==> src/rtl/uart_loader_pkg.sv <==
`default_nettype none
// ============================================================================
//  Module      : uart_loader_pkg
//  Description : Shared types and constants for the UART program loader
//                (loader state encoding, error codes, word geometry).
//  Revision    : 1.0  initial release
// ============================================================================
package uart_loader_pkg;

    // Bytes per memory word; also the length-prefix size.
    localparam int WORD_BYTES = 4;

    typedef enum logic [2:0] {
        ST_LEN  = 3'd0,
        ST_DATA = 3'd1,
        ST_SUM  = 3'd2,
        ST_DONE = 3'd3,
        ST_ERR  = 3'd4
    } loader_state_t;

    typedef enum logic [1:0] {
        ERR_NONE  = 2'd0,
        ERR_FRAME = 2'd1,
        ERR_LEN   = 2'd2,
        ERR_SUM   = 2'd3
    } loader_err_t;

endpackage : uart_loader_pkg
`default_nettype wire

==> src/rtl/uart_loader_packer.sv <==
`default_nettype none
// ============================================================================
//  Module      : byte_packer
//  Description : Assembles bytes LSB-first into 32-bit words. A 2-bit
//                counter tracks the byte position; o_complete strobes
//                combinationally with the 4th byte, and o_word presents the
//                full word (3 stored bytes plus the current byte) at that time.
//  Revision    : 1.0  initial release
// ============================================================================
module byte_packer
    import uart_loader_pkg::*;
(
    input  logic        clk,
    input  logic        rst,
    input  logic        i_clear,
    input  logic        i_valid,
    input  logic [7:0]  i_data,
    output logic [31:0] o_word,
    output logic        o_complete
);

    localparam logic [1:0] c_LAST = 2'(WORD_BYTES - 1);

    logic [1:0]  r_cnt;
    logic [23:0] r_shift;

    // Byte position counter and LSB-first shift register; counter wraps 3->0.
    always_ff @(posedge clk or posedge rst) begin
        if (rst) begin
            r_cnt   <= 2'd0;
            r_shift <= 24'd0;
        end else if (i_clear) begin
            r_cnt   <= 2'd0;
            r_shift <= 24'd0;
        end else if (i_valid) begin
            r_cnt   <= r_cnt + 2'd1;
            r_shift <= {i_data, r_shift[23:8]};
        end
    end

    // Newest byte lands in the top lane, completing the little-endian word.
    always_comb begin
        o_word     = {i_data, r_shift};
        o_complete = i_valid && (r_cnt == c_LAST);
    end

endmodule : byte_packer
`default_nettype wire

==> src/rtl/uart_loader.sv <==
`default_nettype none
// ============================================================================
//  Module      : uart_loader
//  Description : Parses a length-prefixed little-endian image from the UART
//                byte stream and writes each word to consecutive memory
//                addresses starting at BASE_ADDR. Raises done when complete.
//                Optional feature macro: UART_LOADER_CHECKSUM_EN adds a
//                trailing XOR checksum byte (SUM state, err_code 3).
//  Revision    : 1.0  initial release
// ============================================================================
module uart_loader
    import uart_loader_pkg::*;
#(
    parameter int ADDR_W    = 14,
    parameter int BASE_ADDR = 0,
    parameter int MAX_WORDS = 2**ADDR_W
) (
    input  logic              clk,
    input  logic              rst,
    input  logic              i_start,
    input  logic [7:0]        i_rx_data,
    input  logic              i_rx_valid,
    input  logic              i_rx_ferr,
    output logic              o_mem_we,
    output logic [ADDR_W-1:0] o_mem_addr,
    output logic [31:0]       o_mem_wdata,
    output logic              o_busy,
    output logic              o_done,
    output logic              o_err,
    output logic [1:0]        o_err_code
);

    localparam logic [32:0]       c_MAX  = 33'(MAX_WORDS);
    localparam logic [ADDR_W-1:0] c_BASE = ADDR_W'(BASE_ADDR);
    localparam logic [ADDR_W:0]   c_ONE  = (ADDR_W + 1)'(1);

    loader_state_t r_state, w_state_nx;
    loader_err_t   r_err_code, w_err_nx;

    // Index and length need one extra bit so a count of 2**ADDR_W fits.
    logic [ADDR_W:0]   r_len;
    logic [ADDR_W:0]   r_idx;
    logic [ADDR_W:0]   w_idx_next;
    logic              r_mem_we;
    logic [ADDR_W-1:0] r_mem_addr;
    logic [31:0]       r_mem_wdata;

    logic        w_byte_ok;
    logic        w_ferr;
    logic        w_pack_valid;
    logic        w_pack_clear;
    logic        w_len_load;
    logic        w_idx_clr;
    logic        w_write;
    logic [31:0] w_word;
    logic        w_complete;

    byte_packer u_packer (
        .clk        (clk),
        .rst        (rst),
        .i_clear    (w_pack_clear),
        .i_valid    (w_pack_valid),
        .i_data     (i_rx_data),
        .o_word     (w_word),
        .o_complete (w_complete)
    );

    assign w_byte_ok  = i_rx_valid && !i_rx_ferr;
    assign w_ferr     = i_rx_valid &&  i_rx_ferr;
    assign w_idx_next = r_idx + c_ONE;

`ifdef UART_LOADER_CHECKSUM_EN
    logic [7:0] r_csum;

    // Running XOR over every accepted length and payload byte.
    always_ff @(posedge clk or posedge rst) begin
        if (rst) begin
            r_csum <= 8'd0;
        end else if (w_pack_clear) begin
            r_csum <= 8'd0;
        end else if (w_pack_valid) begin
            r_csum <= r_csum ^ i_rx_data;
        end
    end

    localparam loader_state_t c_TAIL = ST_SUM;
`else
    localparam loader_state_t c_TAIL = ST_DONE;
`endif

    // Loader state register.
    always_ff @(posedge clk or posedge rst) begin
        if (rst) begin
            r_state <= ST_LEN;
        end else begin
            r_state <= w_state_nx;
        end
    end

    // Next-state and datapath control decode.
    always_comb begin
        w_state_nx   = r_state;
        w_err_nx     = r_err_code;
        w_pack_valid = 1'b0;
        w_pack_clear = 1'b0;
        w_len_load   = 1'b0;
        w_idx_clr    = 1'b0;
        w_write      = 1'b0;
        case (r_state)
            ST_LEN: begin
                if (w_ferr) begin
                    w_state_nx = ST_ERR;
                    w_err_nx   = ERR_FRAME;
                end else if (w_byte_ok) begin
                    w_pack_valid = 1'b1;
                    if (w_complete) begin
                        if (w_word == 32'd0) begin
                            w_state_nx = c_TAIL;
                        end else if ({1'b0, w_word} > c_MAX) begin
                            w_state_nx = ST_ERR;
                            w_err_nx   = ERR_LEN;
                        end else begin
                            w_state_nx = ST_DATA;
                            w_len_load = 1'b1;
                            w_idx_clr  = 1'b1;
                        end
                    end
                end
            end
            ST_DATA: begin
                if (w_ferr) begin
                    w_state_nx = ST_ERR;
                    w_err_nx   = ERR_FRAME;
                end else if (w_byte_ok) begin
                    w_pack_valid = 1'b1;
                    if (w_complete) begin
                        w_write = 1'b1;
                        if (w_idx_next == r_len) begin
                            w_state_nx = c_TAIL;
                        end
                    end
                end
            end
`ifdef UART_LOADER_CHECKSUM_EN
            ST_SUM: begin
                if (w_ferr) begin
                    w_state_nx = ST_ERR;
                    w_err_nx   = ERR_FRAME;
                end else if (w_byte_ok) begin
                    if (i_rx_data == r_csum) begin
                        w_state_nx = ST_DONE;
                    end else begin
                        w_state_nx = ST_ERR;
                        w_err_nx   = ERR_SUM;
                    end
                end
            end
`endif
            ST_DONE, ST_ERR: begin
                // start wins over a coincident byte, which is dropped.
                if (i_start) begin
                    w_state_nx   = ST_LEN;
                    w_err_nx     = ERR_NONE;
                    w_pack_clear = 1'b1;
                    w_idx_clr    = 1'b1;
                end
            end
            default: begin
                w_state_nx = ST_LEN;
            end
        endcase
    end

    // Length, index, error code and registered memory write port.
    always_ff @(posedge clk or posedge rst) begin
        if (rst) begin
            r_len       <= '0;
            r_idx       <= '0;
            r_err_code  <= ERR_NONE;
            r_mem_we    <= 1'b0;
            r_mem_addr  <= '0;
            r_mem_wdata <= 32'd0;
        end else begin
            r_err_code <= w_err_nx;
            r_mem_we   <= w_write;
            if (w_len_load) begin
                r_len <= w_word[ADDR_W:0];
            end
            if (w_idx_clr) begin
                r_idx <= '0;
            end else if (w_write) begin
                r_idx <= w_idx_next;
            end
            if (w_write) begin
                r_mem_addr  <= c_BASE + r_idx[ADDR_W-1:0];
                r_mem_wdata <= w_word;
            end
        end
    end

    assign o_mem_we    = r_mem_we;
    assign o_mem_addr  = r_mem_addr;
    assign o_mem_wdata = r_mem_wdata;
    assign o_busy      = (r_state == ST_LEN) || (r_state == ST_DATA) || (r_state == ST_SUM);
    assign o_done      = (r_state == ST_DONE);
    assign o_err       = (r_state == ST_ERR);
    assign o_err_code  = r_err_code;

endmodule : uart_loader
`default_nettype wire

==> config.mk <==
export PLATFORM = sky130hd
export DESIGN_NAME = uart_loader
export DESIGN_NICKNAME = d
export VERILOG_FILES = /design/src/rtl/uart_loader_pkg.sv /design/src/rtl/uart_loader_packer.sv /design/src/rtl/uart_loader.sv
export SDC_FILE = /design/constraint.sdc
export NUM_CORES = 1
export LEC_CHECK = 0
export BUFFER_PORTS_ARGS = -buffer_cell sky130_fd_sc_hd__buf_2
export CAP_MARGIN = 15
export CORE_MARGIN = 2
export CORE_UTILIZATION = 50
export CTS_CLUSTER_DIAMETER = 80
export CTS_CLUSTER_SIZE = 24
export DETAILED_ROUTE_END_ITERATION = 8
export PLACE_DENSITY_LB_ADDON = 0.12
export SYNTH_ARGS = -nofsm -noshare
export SYNTH_HDL_FRONTEND = slang
export SYNTH_SLANG_ARGS = --single-unit
==> constraint.sdc <==
create_clock -name clk -period 8.1 [get_ports clk]
set_input_delay 1.215 -clock clk [delete_from_list [all_inputs] [get_ports clk]]
set_output_delay 1.215 -clock clk [all_outputs]
set_load 0.05 [all_outputs]
# [Yosys cells after proc, flatten, opt, wreduce, memory -nomap -nowiden]
# Index checks and enable logic that the tools add are counted.
[word_totals] register_bits=108 inputBits=13 elab_cells=83 out_inout_bits=52
[op_classes] eq_ne=15 n_reduce_logical=15 mux=41 order_cmp=1 add_sub_neg=2
[op_table] cell="24-bit 2-to-1 mux" count=2
[op_table] cell="32-bit by 15-bit > comparator with 1-bit output (second input constant)" count=1
[op_table] cell="32-bit zero test" count=1
[op_table] cell="15-bit 2-to-1 mux" count=2
[op_table] cell="3-bit 2-to-1 mux" count=10
[op_table] cell="2-bit 2-to-1 mux" count=9
[op_table] cell="15-bit by 1-bit adder with 15-bit output (second input constant)" count=1
[op_table] cell="15-bit equality test" count=1
[op_table] cell="1-bit 2-to-1 mux" count=15
[op_table] cell="3-bit inequality test (second input constant)" count=5
[op_table] cell="3-bit case mux with 3 select lines" count=1
[op_table] cell="7-bit AND reduction" count=1
[op_table] cell="3-bit by 2-bit equality test with 1-bit output (second input constant)" count=2
[op_table] cell="3-bit by 2-bit inequality test with 1-bit output (second input constant)" count=2
[op_table] cell="2-bit case mux with 3 select lines" count=1
[op_table] cell="6-bit AND reduction" count=1
[op_table] cell="2-bit inequality test (second input constant)" count=2
[op_table] cell="2-bit nonzero test" count=2
[op_table] cell="2-bit OR reduction" count=2
[op_table] cell="3-bit by 1-bit equality test with 1-bit output (second input constant)" count=1
[op_table] cell="3-bit equality test (second input constant)" count=1
[op_table] cell="1-bit logical AND" count=3
[op_table] cell="3-bit zero test" count=1
[op_table] cell="3-bit nonzero test" count=1
[op_table] cell="other kinds (5)" count=6

# [Depth between registers and ports, before layout]
# Gate-level depths: netlist (run 1).
[logic_depth] ltp_word=12 depth_mapped=8 mapped_depth_nobuf=6

# [Cells and area by module]
# A second synthesis (run 1) with hierarchy kept.
[unflattened] cells_unflattened=430 hier_area_um2=5217.5
[modules_own_cells] mod="uart_loader" instances=1 cells_each=335 seq_area_each_um2=2052.0 area_each_um2=4058.9
[modules_own_cells] mod="byte_packer" instances=1 cells_each=95 seq_area_each_um2=650.6 area_each_um2=1158.6

# [Worst setup path after synthesis (run 1)]
# OpenSTA, ideal clock, no wires.
[synth_path] path_kind="input -> register" from="in i_rx_data[2]" to="reg r_len[0]" required_time_ns=7.975 n_path_buf=1 setup_time_ns=0.125 arrival_ns=2.801 cell_stages=5 path_slack_ns=5.174 cell_sequence="nor4_1 nand4_1 nor3_1 buf_2 mux2_2"
[synth_between] elab_chain_cells=7 elab_cells_between_ends=8 classes_between="order compare: 1; mux: 6; reduce/logical: 1"
[synth_lines] item="start, declared" line="uart_loader.sv:21" text="input logic [7:0] i_rx_data,"
[synth_lines] item="32-bit by 15-bit > comparator with 1-bit output" line="uart_loader.sv:119" text="end else if ({1'b0, w_word} > c_MAX) begin"
[synth_lines] item="1-bit 2-to-1 mux" line="uart_loader.sv:119"
[synth_lines] item="1-bit 2-to-1 mux (*)" line="uart_loader.sv:117" text="if (w_word == 32'd0) begin"
[synth_lines] item="1-bit 2-to-1 mux (*)" line="uart_loader.sv:116" text="if (w_complete) begin"
[synth_lines] item="1-bit 2-to-1 mux (*)" line="uart_loader.sv:114" text="end else if (w_byte_ok) begin"
[synth_lines] item="1-bit 2-to-1 mux (*)" line="uart_loader.sv:111" text="if (w_ferr) begin"
[synth_lines] item="1-bit 2-to-1 mux (*)" line="uart_loader.sv:109" text="case (r_state)"
[synth_lines] item="end signal, assigned" line="uart_loader.sv:187" text="r_len <= w_word[ADDR_W:0];"
[synth_lines] item="end, declared" line="uart_loader.sv:41" text="logic [ADDR_W:0] r_len;"
# Mark *: on every way between the ends. The rest lies on a longest branch, timed or not.
# A chain may end at the register's enable or synchronous reset.

# [Worst setup path after layout (run 1)]
[layout_path] from="in i_rx_ferr" to="reg r_idx[0]"
[layout_between] elab_chain_cells=11 elab_cells_between_ends=17 classes_between="mux: 12; reduce/logical: 5"
[layout_lines] item="start, declared" line="uart_loader.sv:23" text="input logic i_rx_ferr,"
[layout_lines] item="1-bit zero test" line="uart_loader.sv:68" text="assign w_byte_ok = i_rx_valid && !i_rx_ferr;"
[layout_lines] item="1-bit logical AND" line="uart_loader.sv:68"
[layout_lines] item="1-bit 2-to-1 mux" line="uart_loader.sv:114, uart_loader.sv:134"
[layout_lines] item="1-bit 2-to-1 mux" line="uart_loader.sv:111"
[layout_lines] item="1-bit 2-to-1 mux"
[layout_lines] item="1-bit logical AND" line="uart_loader_packer.sv:44" text="o_complete = i_valid && (r_cnt == c_LAST);"
[layout_lines] item="1-bit 2-to-1 mux (on tied branches)" line="uart_loader.sv:116, uart_loader.sv:136"
[layout_lines] item="1-bit 2-to-1 mux (on tied branches)" line="uart_loader.sv:114, uart_loader.sv:134"
[layout_lines] item="1-bit 2-to-1 mux (on tied branches)" line="uart_loader.sv:111, uart_loader.sv:131"
[layout_lines] item="1-bit case mux with 2 select lines / 1-bit 2-to-1 mux (equally long branches)" line="uart_loader.sv:109"
[layout_lines] item="15-bit 2-to-1 mux / 2-bit nonzero test (equally long branches)"
[layout_lines] item="end signal, assigned" line="uart_loader.sv:192" text="r_idx <= w_idx_next;"
[layout_lines] item="end, declared" line="uart_loader.sv:42" text="logic [ADDR_W:0] r_idx;"
# Several ways; a longest one is shown, not always the timed one.

==> flow_metrics.tcl, run 1 <==
set metrics [dict create \
    outcome "finished clean" \
    dp.cells 710 \
    hold_viol 0 \
    drc 0 \
    start_kind "input port" \
    worstPathRequired_ns 8.37 \
    synthCells 534 \
    insertion_delay_ns 0.38 \
    place_congestion 0.813 \
    synthDistinctLibCells 50 \
    power_density_nw_per_um2 194 \
    synth_seq_cells 108 \
    async_reset_ff_share_pct 100 \
    grt.met2_usage_pct 38.2 \
    grt_util_met1_pct 29.9 \
    syn_area_um2 4950 \
    avgSynthCellArea_um2 9.27 \
    pre_cts_ws_ns 4.68 \
    busiest_layer "met2" \
    crit_path_cell_trace "buf_2, nor4b_4, buf_4, nand3_2, inv_1, buf_4, xnor2_1, nor2_1" \
    end_kind "flip-flop" \
    avgViaCountPerCell 5.32 \
    start_util_pct 51.1 \
    clockBufferDepth 2 \
    grt_pass1_wl_um 19400 \
    ios 65 \
    wl_per_cell_um 15.9 \
    max_freq_mhz 327 \
    crit_path_max_fanout 28 \
    yosysWarnings 0 \
    clk_pin_slew_ns 0.11 \
    drt_wl_total_um 11600 \
    hp-class "reg -> reg" \
    io_buffers 64 \
    track_usage_pct 22.5 \
    layout_common_cells "nand2_1, dfrtp_1, buf_2" \
    regArea_um2 2700 \
    worstPathArrival_ns 3.33 \
    dieArea_um2 10700 \
    setup_viol 0 \
    cts.sinks 108 \
    drtPass1Iterations 5 \
    antennaDiodeCount 0 \
    synth_nets 549 \
    yosysSeqAreaShare_pct 54.6 \
    antenna_found_initial 0 \
    grtUsageMet3_pct 4.59 \
    cpMaxStageDelayCell "inv_1" \
    worst_pin_slew_ns 0.939 \
    cts.hold.buffers_added 0 \
    max_cap_violations 0 \
    layout_commonest_cell "nand2_1" \
    finalPower_uw 1080 \
    p_leak_uw 0.00295 \
    ctsResizeCount 0 \
    ys.flop_type "dfrtp_1" \
    die_x_um 104 \
    nets 603 \
    slew_viol_final 0 \
    rsz0062_at_grt "false" \
    cts_inserted_buffers 9 \
    cts-root-buf "clkbuf_8" \
    setup_ws_ns 5.04 \
    synthToLayoutAreaGrowth_pct 12.8 \
    cts_tree "yes" \
    ant_nets 0 \
    synth_area_leaders "dfrtp_1, nand2_1, mux2_2, xor2_1, a21oi_1" \
    ir_drop_mv 0.0936 \
    synth_top_area_share_pct 54.6 \
    path_common_cell "buf_4" \
    core_um2 9680 \
    synth_top_cell_by_area "dfrtp_1" \
    grt_max_degree 75 \
    finalSetupTns_ns 0 \
    cpPeakStageDelay_ns 0.63 \
    drive_gt1_share_pct 18.7 \
    finalCritPeriodShare_pct 37.8 \
    rows 36 \
    die-height_um 104 \
    grt_pass1_vias 3821 \
    cts_setup_buffers 0 \
    fill_cells 895 \
    worstSetupPathType "in -> reg" \
    place_hpwl_um 7800 \
    vias 3864 \
    post-route-min-period_ns 3.06 \
    multi_input_area_um2 2090 \
    slew_headroom_pct 37.4 \
    cts_max_level 3 \
    synth-edff-count 0 \
    fin_skew_ns 0.0133 \
    grt_overflow_total 0 \
    drtIter0Drc 128 \
    instances_no_fill 726 \
]
-- power breakdown --
part           total (uW)  internal (uW)  switching [uW]
Clock                 345            149             197
Sequential            609            567            41.2
Combinational         130           44.7            85.7
-- Yosys cell counts, types with 2 or more instances --
master	count
a31oi_1	3
o21ai_0	9
buf_2	10
a211oi_1	2
ha_1	2
nand2_1	196
and3_1	2
and4_1	4
nor3_1	6
nor4_1	8
nor3b_1	2
clkbuf_1	18
mux2i_1	2
or4_1	2
nor2_1	24
xnor2_1	16
xor2_1	17
a21oi_1	29
inv_1	12
nand3_1	10
a2111o_1	2
o22ai_1	3
nand4_1	7
dfrtp_1	108
mux2_2	15
-- cells by family (layout without fill, tap and decap cells) --
logic type	after synthesis	in the layout	share of synthesized area, %
buf+inv	40	99	3.28
xor+xnor	33	33	5.84
flops	108	108	54.6
compound gates	58	58	7.18
simple gates	276	276	24.8
fa+ha+maj	2	2	0.505
mux	17	17	3.82
-- critical path: cells and delay by family --
family                    cells  cell delay [ns]
xor gates and xnor gates      1             0.17
buffers and inverters         4             1.52
and+or+nand+nor               3             0.42
-- layout make-up --
class | count | area share (%)
well taps | 133 | 2.98
multi-input cells | 386 | 37.4
repair buffers | 71 | 6.67
inverters | 12 | 0.851
clock inverters | 7 | 1.48
clock buffers | 9 | 2.22
flip-flops and latches | 108 | 48.4
-- through the flow --
step	utilization, %	cell area [um^2]	hold WS [ns]
final	57.7	5590	0.476
after global routing	57.7	5590	0.502
after CTS	57.7	5590	0.483
after detailed placement	55.6	5380	0.457
after global placement	55.6	5380	0.454
after floorplan	-	4950	0.477
-- per-layer routing --
layer  vias up  routed length, um
met2        93               5660
met1      1881               5270
li1       1876                  -
met5         -                  0
met3        14                517
met4         0                127
-- state kept, by name (all words and copies together) (netlist names), 2 cells and up --
| name | cells |
|---|---|
| o_mem_wdata | 32 |
| u_packer.r_cnt | 2 |
| o_mem_addr | 14 |
| r_state | 3 |
| r_len | 15 |
| r_idx | 15 |
| o_err_code | 2 |
| u_packer.r_shift | 24 |
-- worst paths after layout --
check                         startpoint        endpoint  slack (ns)  depth (start not counted)
min in group asynchronous            rst  o_mem_addr[10]        0.84                          2
hold / removal             o_mem_addr[5]   o_mem_addr[5]        0.48                          2
max in group asynchronous            rst        r_idx[3]        5.94                          3
setup / recovery               i_rx_ferr        r_idx[0]        5.04                          8
hold reg to reg            o_mem_addr[5]   o_mem_addr[5]        0.48                          2
setup reg to reg                r_idx[0]      r_state[1]        5.45                          6
Power figures use the tool's default switching activity.
==> inputs of run 2 (changes only) <==
ABC_AREA = 1   (was default)
clock period = 2.75 ns   (was 8.1 ns; I/O delays follow)
==> run 2 against run 1 <==
Setup slack got worse by 4.4 ns; critical path depth is 2 higher; combinational power rose to 6.8 times the previous value; via count increased by 5.3%; routed wire length is 4.2% lower; total power rose to 3.5 times the previous value; sequential share of layout area shrank 0.78 points; clock skew rose by 0.0048 ns; clock power grew to 3.2 times the previous value; non-clock buffer count stayed put.
==> flow_metrics.tcl, run 2 <==
set metrics [dict create \
    met3_length_um 418 \
    synth_top_cell_by_area "dfrtp_1" \
    cpPeakStageDelay_ns 0.48 \
    cts_setup_buffers 0 \
    cts.sinks 108 \
    netlist_top_cells_count "nand2_1, dfrtp_1, inv_1" \
    insertion_delay_ns 0.36 \
    finalCritPeriodShare_pct 76.2 \
    avgSynthCellArea_um2 8.26 \
    hp-class "in -> async" \
    met2RoutedLength_um 5430 \
    layout_common_cells "nand2_1, dfrtp_1, inv_1" \
    worst_pin_slew_ns 0.819 \
    wl_per_cell_um 13.8 \
    ir_drop_mv 0.390 \
    async_reset_ff_share_pct 100 \
    clockBufferDepth 2 \
    cts.hold.buffers_added 0 \
    drtPass1Iterations 5 \
    hold_viol 0 \
    place_hpwl_um 7820 \
    ios 65 \
    finalSetupTns_ns 0 \
    avgViaCountPerCell 5.06 \
    ys.flop_type "dfrtp_1" \
    grt_overflow_total 0 \
    drive_gt1_share_pct 16.4 \
    met1_length_um 5160 \
    start_kind "flip-flop" \
    nets 681 \
    fin_skew_ns 0.0180 \
    synth-edff-count 0 \
    ant_nets 0 \
    cts_tree "yes" \
    final_util_pct 58.4 \
    place_congestion 0.903 \
    post-route-min-period_ns 2.10 \
    synthToLayoutAreaGrowth_pct 13.7 \
    synthDistinctLibCells 30 \
    clk_pin_slew_ns 0.12 \
    syn_area_um2 5000 \
    crit_path_cell_trace "inv_1, nand4_1, nor3_1, nand3_1, nand2_1, nand3_1, inv_1, nand4_1, nand2_1, a21oi_1" \
    cts_inserted_buffers 9 \
    power_density_nw_per_um2 671 \
    drt_wl_total_um 11100 \
    yosysWarnings 0 \
    ctsResizeCount 0 \
    outcome "finished clean" \
    end_kind "flip-flop" \
    rsz0062_at_grt "false" \
    die_x_um 104 \
    vias 4069 \
    synth_top_area_share_pct 54.1 \
    top_layer "met4" \
    grt_max_degree 67 \
    synth_area_leaders "dfrtp_1, nand2_1, inv_1, o21ai_0, nand3_1" \
    cts_max_level 3 \
    io_buffers 64 \
    track_usage_pct 21.8 \
    setup_viol 0 \
    slew_viol_final 0 \
    core_um2 9730 \
    layout_commonest_cell "nand2_1" \
    worstSetupPathType "reg -> reg" \
    slew_headroom_pct 45.4 \
    yosysSeqAreaShare_pct 54.1 \
    worstPathRequired_ns 2.96 \
    synth_nets 620 \
    max_cap_violations 0 \
    start_util_pct 51.4 \
    grt_pass1_wl_um 19100 \
    rows 36 \
    yosysMostFrequentCell "nand2_1" \
    synth_seq_cells 108 \
    reg2reg_setup_slack_ns 0.65 \
    cpMaxStageDelayCell "nand2_1" \
    drc 0 \
    largest_reg_flops 32 \
    die-height_um 104 \
    p_leak_uw 0.00288 \
    synthCells 605 \
    max_freq_mhz 477 \
    cts-root-buf "clkbuf_8" \
    grt_pass1_vias 3916 \
    worstPathArrival_ns 2.31 \
    antennaDiodeCount 0 \
    drtIter0Drc 274 \
    crit_path_max_fanout 15 \
    dieArea_um2 10800 \
    antenna_found_initial 0 \
]
run 2: cell types whose count changed after synthesis, sizes merged, moves of 15 or more:
cell and delta:
inv +62, mux2 -15, nand3 +25, nor2 +23, o21ai +55, o22ai +19
xnor2 -15, xor2 -15
run 2: through the flow:
step	total power [uW]	worst slack, ns	area (um^2)	cells	hold WS [ns]
floorplan	2500	0.637	5000	605	0.453
global placement	2730	0.656	5450	788	0.453
detailed placement	2750	0.585	5450	788	0.458
CTS	3840	0.612	5680	804	0.214
global route	4040	0.340	5680	804	0.245
finish	3810	0.655	5680	804	0.203
run 2: cell families after synthesis:
logic type	Yosys count	synth area share [%]
AOI/OAI and AO/OA	105	11.1
xor gates and xnor gates	4	1.00
adders and majority gates	2	0.501
buffers and inverters	97	7.74
DFF	108	54.1
and+or+nand+nor	289	25.6
run 2: layout make-up:
cell class                      count  area (um^2)
Inverter                           76          289
Fill cell                         932         4050
Clock inverter                      6         91.3
Clock buffer                       10          138
Timing Repair Buffer               71          385
Tap cell                          133          166
Sequential cell                   108         2700
Multi-Input combinational cell    400         1910
run 2: worst paths after layout:
path	startpoint	depth (start not counted)	endpoint
worst max-delay path	u_packer.r_shift[2]	10	r_idx[7]
worst min-delay path	rst	3	o_mem_wdata[2]
worst max register to register	u_packer.r_shift[2]	10	r_idx[7]
worst min register to register	o_err_code[0]	2	o_err_code[0]
max in group asynchronous	rst	3	u_packer.r_shift[21]
min in group clk	i_rx_data[7]	3	o_mem_wdata[31]
run 2: layer usage:
layer | vias to the layer above | global-route usage, %
met3 | 6 | 3.57
li1 | 2071 | -
met4 | 0 | 5.21
met2 | 66 | 35.9
met5 | - | 0
met1 | 1926 | 30.3
run 2: power breakdown:
group	total, uW	switching, uW	internal, uW
sequential	1830	86.2	1750
combinational	879	641	238
clock	1100	550	547
total	3810	1280	2530
run 2: worst max-delay path, delay by kind of cell, from the launching register on:
| kind | cells | cell delay (ns) |
|---|---|---|
| AO/OA/AOI/OAI | 1 | 0.08 |
| buffers and inverters | 2 | 0.20 |
| flip-flops | 1 | 0.38 |
| AND/OR/NAND/NOR | 7 | 1.28 |
